## config.mk

```make
export PLATFORM = sky130hd
export DESIGN_NAME = coef_loader_flat
export DESIGN_NICKNAME = d
export VERILOG_FILES = /design/src/rtl/coef_loader_if.sv /design/src/rtl/coef_loader.sv /design/src/flat_wrapper.sv
export SDC_FILE = /design/constraint.sdc
export NUM_CORES = 2
export LEC_CHECK = 0
export ABC_CLOCK_PERIOD_IN_PS = 1900
export BUFFER_PORTS_ARGS = -buffer_cell sky130_fd_sc_hd__buf_2
export CORE_ASPECT_RATIO = 1.1
export CORE_UTILIZATION = 50
export CTS_BUF_LIST = sky130_fd_sc_hd__clkbuf_8
export DETAILED_ROUTE_END_ITERATION = 8
export GPL_TIMING_DRIVEN = 0
export PLACE_DENSITY_LB_ADDON = 0.2
export SETUP_SLACK_MARGIN = 0.2
export SYNTH_ARGS = -nofsm -noshare
export SYNTH_HDL_FRONTEND = slang
export SYNTH_SLANG_ARGS = --single-unit
```

## constraint.sdc

```tcl
create_clock -name clk_i -period 1.9 [get_ports clk_i]
set_clock_uncertainty 0.2 [all_clocks]
set_input_delay 0.285 -clock clk_i [delete_from_list [all_inputs] [get_ports clk_i]]
set_output_delay 0.285 -clock clk_i [all_outputs]
set_load 0.05 [all_outputs]
```

## src/rtl/coef_loader_if.sv

```systemverilog
// coef_loader_if -- 4-phase coefficient request/acknowledge channel.
//   cfg_req  : loader asks for the next coefficient (loader is the requester)
//   cfg_ack  : source acknowledge; cfg_data is valid while cfg_ack=1
//   cfg_data : coefficient value, two's complement
// Modports: master = loader side, slave = coefficient source side.
interface coef_loader_if #(
   parameter int DWIDTH = 16
);
   logic              cfg_req;
   logic              cfg_ack;
   logic [0:DWIDTH-1] cfg_data;

   modport master (output cfg_req, input cfg_ack, input cfg_data);
   modport slave  (input cfg_req, output cfg_ack, output cfg_data);
endinterface

```

## src/rtl/coef_loader.sv

```systemverilog
// coef_loader -- configuration sequencer for the 2-parallel FIR filter.
// Collects NR_STAGES coefficients over a 4-phase req/ack channel into a
// shadow bank, then swaps the whole bank onto the filter coefficient bus
// while holding the filter in reset for RST_CYCLES cycles.
// Ports:
//   clk_i        system clock, posedge
//   rst_i        synchronous active-high reset
//   upd_start_i  one-cycle request to load a new coefficient set
//   cfg          coefficient channel (master side: cfg_req out, cfg_ack/cfg_data in)
//   h_out_o      active coefficient bank, tap k at bits [k*DWIDTH +: DWIDTH]
//   filt_rst_o   reset to the filter
//   busy_o       high whenever the sequencer is not idle
//   done_o       one-cycle pulse when a swap completes
module coef_loader #(
   parameter int NR_STAGES  = 32,
   parameter int DWIDTH     = 16,
   parameter int CWIDTH     = NR_STAGES*DWIDTH,
   parameter int RST_CYCLES = 2
) (
   input  logic              clk_i,
   input  logic              rst_i,
   input  logic              upd_start_i,
   coef_loader_if.master     cfg,
   output logic [0:CWIDTH-1] h_out_o,
   output logic              filt_rst_o,
   output logic              busy_o,
   output logic              done_o
);
   localparam int IDX_W = (NR_STAGES  > 1) ? $clog2(NR_STAGES)  : 1;
   localparam int CNT_W = (RST_CYCLES > 1) ? $clog2(RST_CYCLES) : 1;
   localparam logic [IDX_W-1:0] LAST_IDX  = IDX_W'(NR_STAGES-1);
   localparam logic [CNT_W-1:0] HOLD_INIT = CNT_W'(RST_CYCLES-1);

   typedef enum logic [2:0] {IDLE, LOAD, WAIT_LOW, SWAP, HOLD} state_e;

   state_e            state_q, state_d;
   logic [IDX_W-1:0]  idx_q, idx_d;
   logic [CNT_W-1:0]  cnt_q, cnt_d;
   logic [0:CWIDTH-1] shadow_q, shadow_d;
   logic [0:CWIDTH-1] h_q, h_d;
   logic              req_q, req_d;
   logic              frst_q, frst_d;
   logic              busy_q, busy_d;
   logic              done_q, done_d;

   always_comb begin
      state_d  = state_q;
      idx_d    = idx_q;
      cnt_d    = cnt_q;
      shadow_d = shadow_q;
      h_d      = h_q;
      req_d    = req_q;
      frst_d   = frst_q;
      done_d   = 1'b0;
      busy_d   = 1'b0;
      unique case (state_q)
         IDLE: begin
            // Also releases the filter on the first cycle after reset.
            frst_d = 1'b0;
            if (upd_start_i) begin
               idx_d   = '0;
               req_d   = 1'b1;
               state_d = LOAD;
            end
         end
         LOAD: begin
            // An ack already high when req rises is taken in this same cycle.
            if (cfg.cfg_ack) begin
               shadow_d[int'(idx_q)*DWIDTH +: DWIDTH] = cfg.cfg_data;
               req_d   = 1'b0;
               state_d = WAIT_LOW;
            end
         end
         WAIT_LOW: begin
            // Complete the 4-phase cycle before asking for the next tap.
            if (!cfg.cfg_ack) begin
               if (idx_q == LAST_IDX) begin
                  idx_d   = '0;
                  state_d = SWAP;
               end else begin
                  idx_d   = idx_q + 1'b1;
                  req_d   = 1'b1;
                  state_d = LOAD;
               end
            end
         end
         SWAP: begin
            // New bank and filter reset land together, so the filter never
            // runs on a partially updated bank.
            h_d     = shadow_q;
            frst_d  = 1'b1;
            cnt_d   = HOLD_INIT;
            state_d = HOLD;
         end
         HOLD: begin
            if (cnt_q == '0) begin
               frst_d  = 1'b0;
               done_d  = 1'b1;
               state_d = IDLE;
            end else begin
               cnt_d = cnt_q - 1'b1;
            end
         end
         default: state_d = IDLE;
      endcase
      busy_d = (state_d != IDLE);
   end

   always_ff @(posedge clk_i) begin
      if (rst_i) begin
         state_q  <= IDLE;
         idx_q    <= '0;
         cnt_q    <= '0;
         shadow_q <= '0;
         h_q      <= '0;
         req_q    <= 1'b0;
         frst_q   <= 1'b1;
         busy_q   <= 1'b0;
         done_q   <= 1'b0;
      end else begin
         state_q  <= state_d;
         idx_q    <= idx_d;
         cnt_q    <= cnt_d;
         shadow_q <= shadow_d;
         h_q      <= h_d;
         req_q    <= req_d;
         frst_q   <= frst_d;
         busy_q   <= busy_d;
         done_q   <= done_d;
      end
   end

   assign cfg.cfg_req = req_q;
   assign h_out_o     = h_q;
   assign filt_rst_o  = frst_q;
   assign busy_o      = busy_q;
   assign done_o      = done_q;
endmodule

```

## src/flat_wrapper.sv

```systemverilog
// flat-port wrapper written by rule: the top's interface ports become plain ports
module coef_loader_flat 
#(
   parameter int NR_STAGES  = 32,
   parameter int DWIDTH     = 16,
   parameter int CWIDTH     = NR_STAGES*DWIDTH,
   parameter int RST_CYCLES = 2
)
  (clk_i, rst_i, upd_start_i, h_out_o, filt_rst_o, busy_o, done_o, cfg_cfg_req, cfg_cfg_ack, cfg_cfg_data);
  coef_loader_if #(.DWIDTH(DWIDTH)) cfg_i ();
  input  logic clk_i;
  input  logic rst_i;
  input  logic upd_start_i;
  output logic [0:CWIDTH-1] h_out_o;
  output logic filt_rst_o;
  output logic busy_o;
  output logic done_o;
  output wire logic [$bits(cfg_i.cfg_req)-1:0] cfg_cfg_req;
  input wire logic [$bits(cfg_i.cfg_ack)-1:0] cfg_cfg_ack;
  input wire logic [$bits(cfg_i.cfg_data)-1:0] cfg_cfg_data;
  assign cfg_cfg_req = cfg_i.cfg_req;
  assign cfg_i.cfg_ack = cfg_cfg_ack;
  assign cfg_i.cfg_data = cfg_cfg_data;
  coef_loader #(.NR_STAGES(NR_STAGES), .DWIDTH(DWIDTH), .CWIDTH(CWIDTH), .RST_CYCLES(RST_CYCLES)) u_core (.clk_i(clk_i), .rst_i(rst_i), .upd_start_i(upd_start_i), .cfg(cfg_i), .h_out_o(h_out_o), .filt_rst_o(filt_rst_o), .busy_o(busy_o), .done_o(done_o));
endmodule
```

==> results.tsv <==
metric	value	unit
outcome	finished, violations left	
failed_checks	negative setup slack	
drt_wl_total	160.8	mm
via_count	36843	
final_area	57050	µm²
maxSlewHeadroom	19.24	%
drtIter0Drc	3791	
grt-ovfl-total	0	
root_buffer	clkbuf_8	
final_common_cell	nand2_1	
path_cells	buf_6 > buf_4 > buf_6 > nor3b_4 > nand4_1 > buf_6 > buf_8 > nand3b_1 > o21ai_0	
timing.final.ws_setup	-0.3430	ns
start_util	50.93	%
cp_max_fo	10	
ir_drop	0.0006418	V
cts_buffer_depth	3	
ys_warn_count	0	
fp.coreArea	73650	µm²
tightest_slew	1.211	ns
grt_antenna_before_repair	9	
syn_avg_cell_area	8.892	µm²
area_growth	52.09	%
powerDensity	748.2	nW/µm²
wl_met1	60.57	mm
cts.sinks	1037	
cts_buffers	165	
cp_common_cell	buf_6	
h-tree-depth	4	
fp.dieH	289.3	µm
worstSetupPathType	reg2reg	
syn_inst	4219	
vias_per_cell	5.823	
io_buffers	535	
start_kind	flop	
syn_area	37510	µm²
die-width	263.2	µm
met3_length	15.20	mm
whs	0.1367	ns
setup_viol_count_final	522	
grt_max_degree	17	
synth.distinct_cells	46	
p_total	42690	µW
layout.nets	5271	
gp_congestion	0.9071	
grt_pass1_wl	202.2	mm
post_drt_wl_per_cell	25.42	µm
critPathCaptureType	flop	
critPathBufInv	5	
drc	0	
dp_hpwl	97.58	mm
grt.total_usage	35.72	%
instances_no_fill	6327	
hold_violations	0	
clkTransAtPathRegs	0.07	ns
critPathSlowestCell	dfxtp_2	
slowest_delay	0.33	ns
ys_seq_area_share	55.34	%
synth-seq-cells	1037	
drive_gt1_share	38.87	%
ios	536	
met2_wirelength	73.27	mm
fmax	0.4458	GHz
drv_slew	0	
arrival	2.73	ns
cp_data_required_time	2.38	ns
grt_pass1_vias	32144	
rsz0062_at_grt	true	
dp_cells	5708	
period_share	118.1	%
dp_slack	-1.180	ns
mappedNetlistNets	4246	
period_minus_slack	2.243	ns
hold_path_class	in2reg	
critPathTopFamily	buffers and inverters	
fp.dieArea	76130	µm²
rows	104	
dpl_cell_area	41620	µm²
clkLatencyLatePin	0.82	ns
firstDrtPassIters	6	
highest_layer	met5	
cts_tree	yes	
postRouteAntennaNets	0	
leakagePower	0.02273	µW
cap_violations	0	
final_cell_mix	959 x nand2_1, 668 x dfxtp_1, 432 x a21oi_1, 368 x buf_8, 300 x dfxtp_2	
metal layers:
layer | vias to the layer above | GRT usage, %
met1 | 17927 | 44.77
met2 | 2132 | 56.57
met5 | - | 0
met4 | 2 | 20.10
met3 | 618 | 8.729
li1 | 16164 | -
through the flow:
step	setup TNS, ns	util, %
4_1_cts	-19.95	66.50
2_1_floorplan	-0.04822	-
3_3_place_gp	-816.99	56.51
6_report	-24.05	77.46
5_1_grt	-48.28	77.45
3_5_place_dp	-728.65	56.52
tightest hold or removal path, cell delays in order:
cell	delay [ns]
buf_2	0.11
buf_2	0.25
buf_2	0.25
a21oi_1	0.18
cells by family (layout without fill, tap and decap cells):
family,after synthesis,in the layout,share of synthesized area [%]
other,0,6,0
buffers and inverters,345,1493,4.466
multiplexers,241,241,6.431
AO/OA/AOI/OAI,802,802,10.85
flip-flops,1037,1037,55.34
AND/OR/NAND/NOR,1786,1786,22.66
XOR/XNOR,1,1,0.02335
adder cells (fa/ha/maj),7,7,0.2335
worst paths after layout:
kind | start | end | slack (ns) | cells after the start
max reg2reg | u_core.state_q[2] | u_core.shadow_q[251] | -0.34 | 9
min | rst_i | u_core.state_q[2] | 0.14 | 4
min reg2reg | u_core.shadow_q[234] | u_core.h_out_o[234] | 0.23 | 2
max | u_core.state_q[2] | u_core.shadow_q[251] | -0.34 | 9
registers in the layout (all words and copies together), names as in the netlist:
register	count
u_core.cnt_q	1
u_core.h_out_o	512
u_core.filt_rst_o	1
u_core.busy_o	1
u_core.idx_q	5
u_core.cfg.cfg_req	1
u_core.done_o	1
u_core.state_q	3
u_core.shadow_q	512
cell usage after synthesis, drive strengths merged:
master | instances | area, µm²
nand3 | 112 | 578.1
and2b | 1 | 7.510
a21oi | 551 | 2795
and4bb | 4 | 53.80
nor3b | 2 | 25.02
xor2 | 1 | 8.760
a31oi | 1 | 6.260
inv | 5 | 18.77
nor3 | 10 | 95.09
ha | 7 | 87.58
and3 | 7 | 43.79
nand2b | 148 | 925.9
clkbuf | 182 | 683.2
and2 | 35 | 231.5
dfxtp | 1037 | 20760
nor2 | 112 | 420.4
o32ai | 1 | 8.760
nand4 | 9 | 116.4
a22oi | 2 | 15.01
nand2 | 1094 | 4109
or3 | 1 | 6.260
a32oi | 1 | 8.760
and3b | 2 | 17.52
or4b | 1 | 10.01
buf | 158 | 973.4
o21a | 1 | 7.510
a21o | 1 | 7.510
mux2i | 241 | 2412
o21ai | 244 | 1221
nor2b | 6 | 37.54
nand3b | 240 | 1802
and4b | 2 | 20.02
what timing repair did:
action | in CTS | in global routing
hold buffers | 19 | 1
cloned | 33 | 49
gates resized for setup | 837 | 2367
hold endpoints to repair | 346 | 2
endpoints found under the setup margin | 1548 | 1549
setup buffers | 61 | 160
pin swaps | 55 | 112
where the power goes:
group	switching (µW)	internal [µW]
clock	9240	9930
sequential	24.7	21700
combinational	1240	582
layout make-up:
cell class | count | area, µm²
antenna | 6 | 15.01
buffer | 340 | 3296
clock buffer | 206 | 2835
clock inverter | 84 | 442.9
fill | 4596 | 16600
inverter | 5 | 28.78
multi-input combinational | 2837 | 17090
sequential | 1037 | 21390
tap | 954 | 1194
timing repair buffer | 858 | 10760
Power figures use the tool's default switching activity.
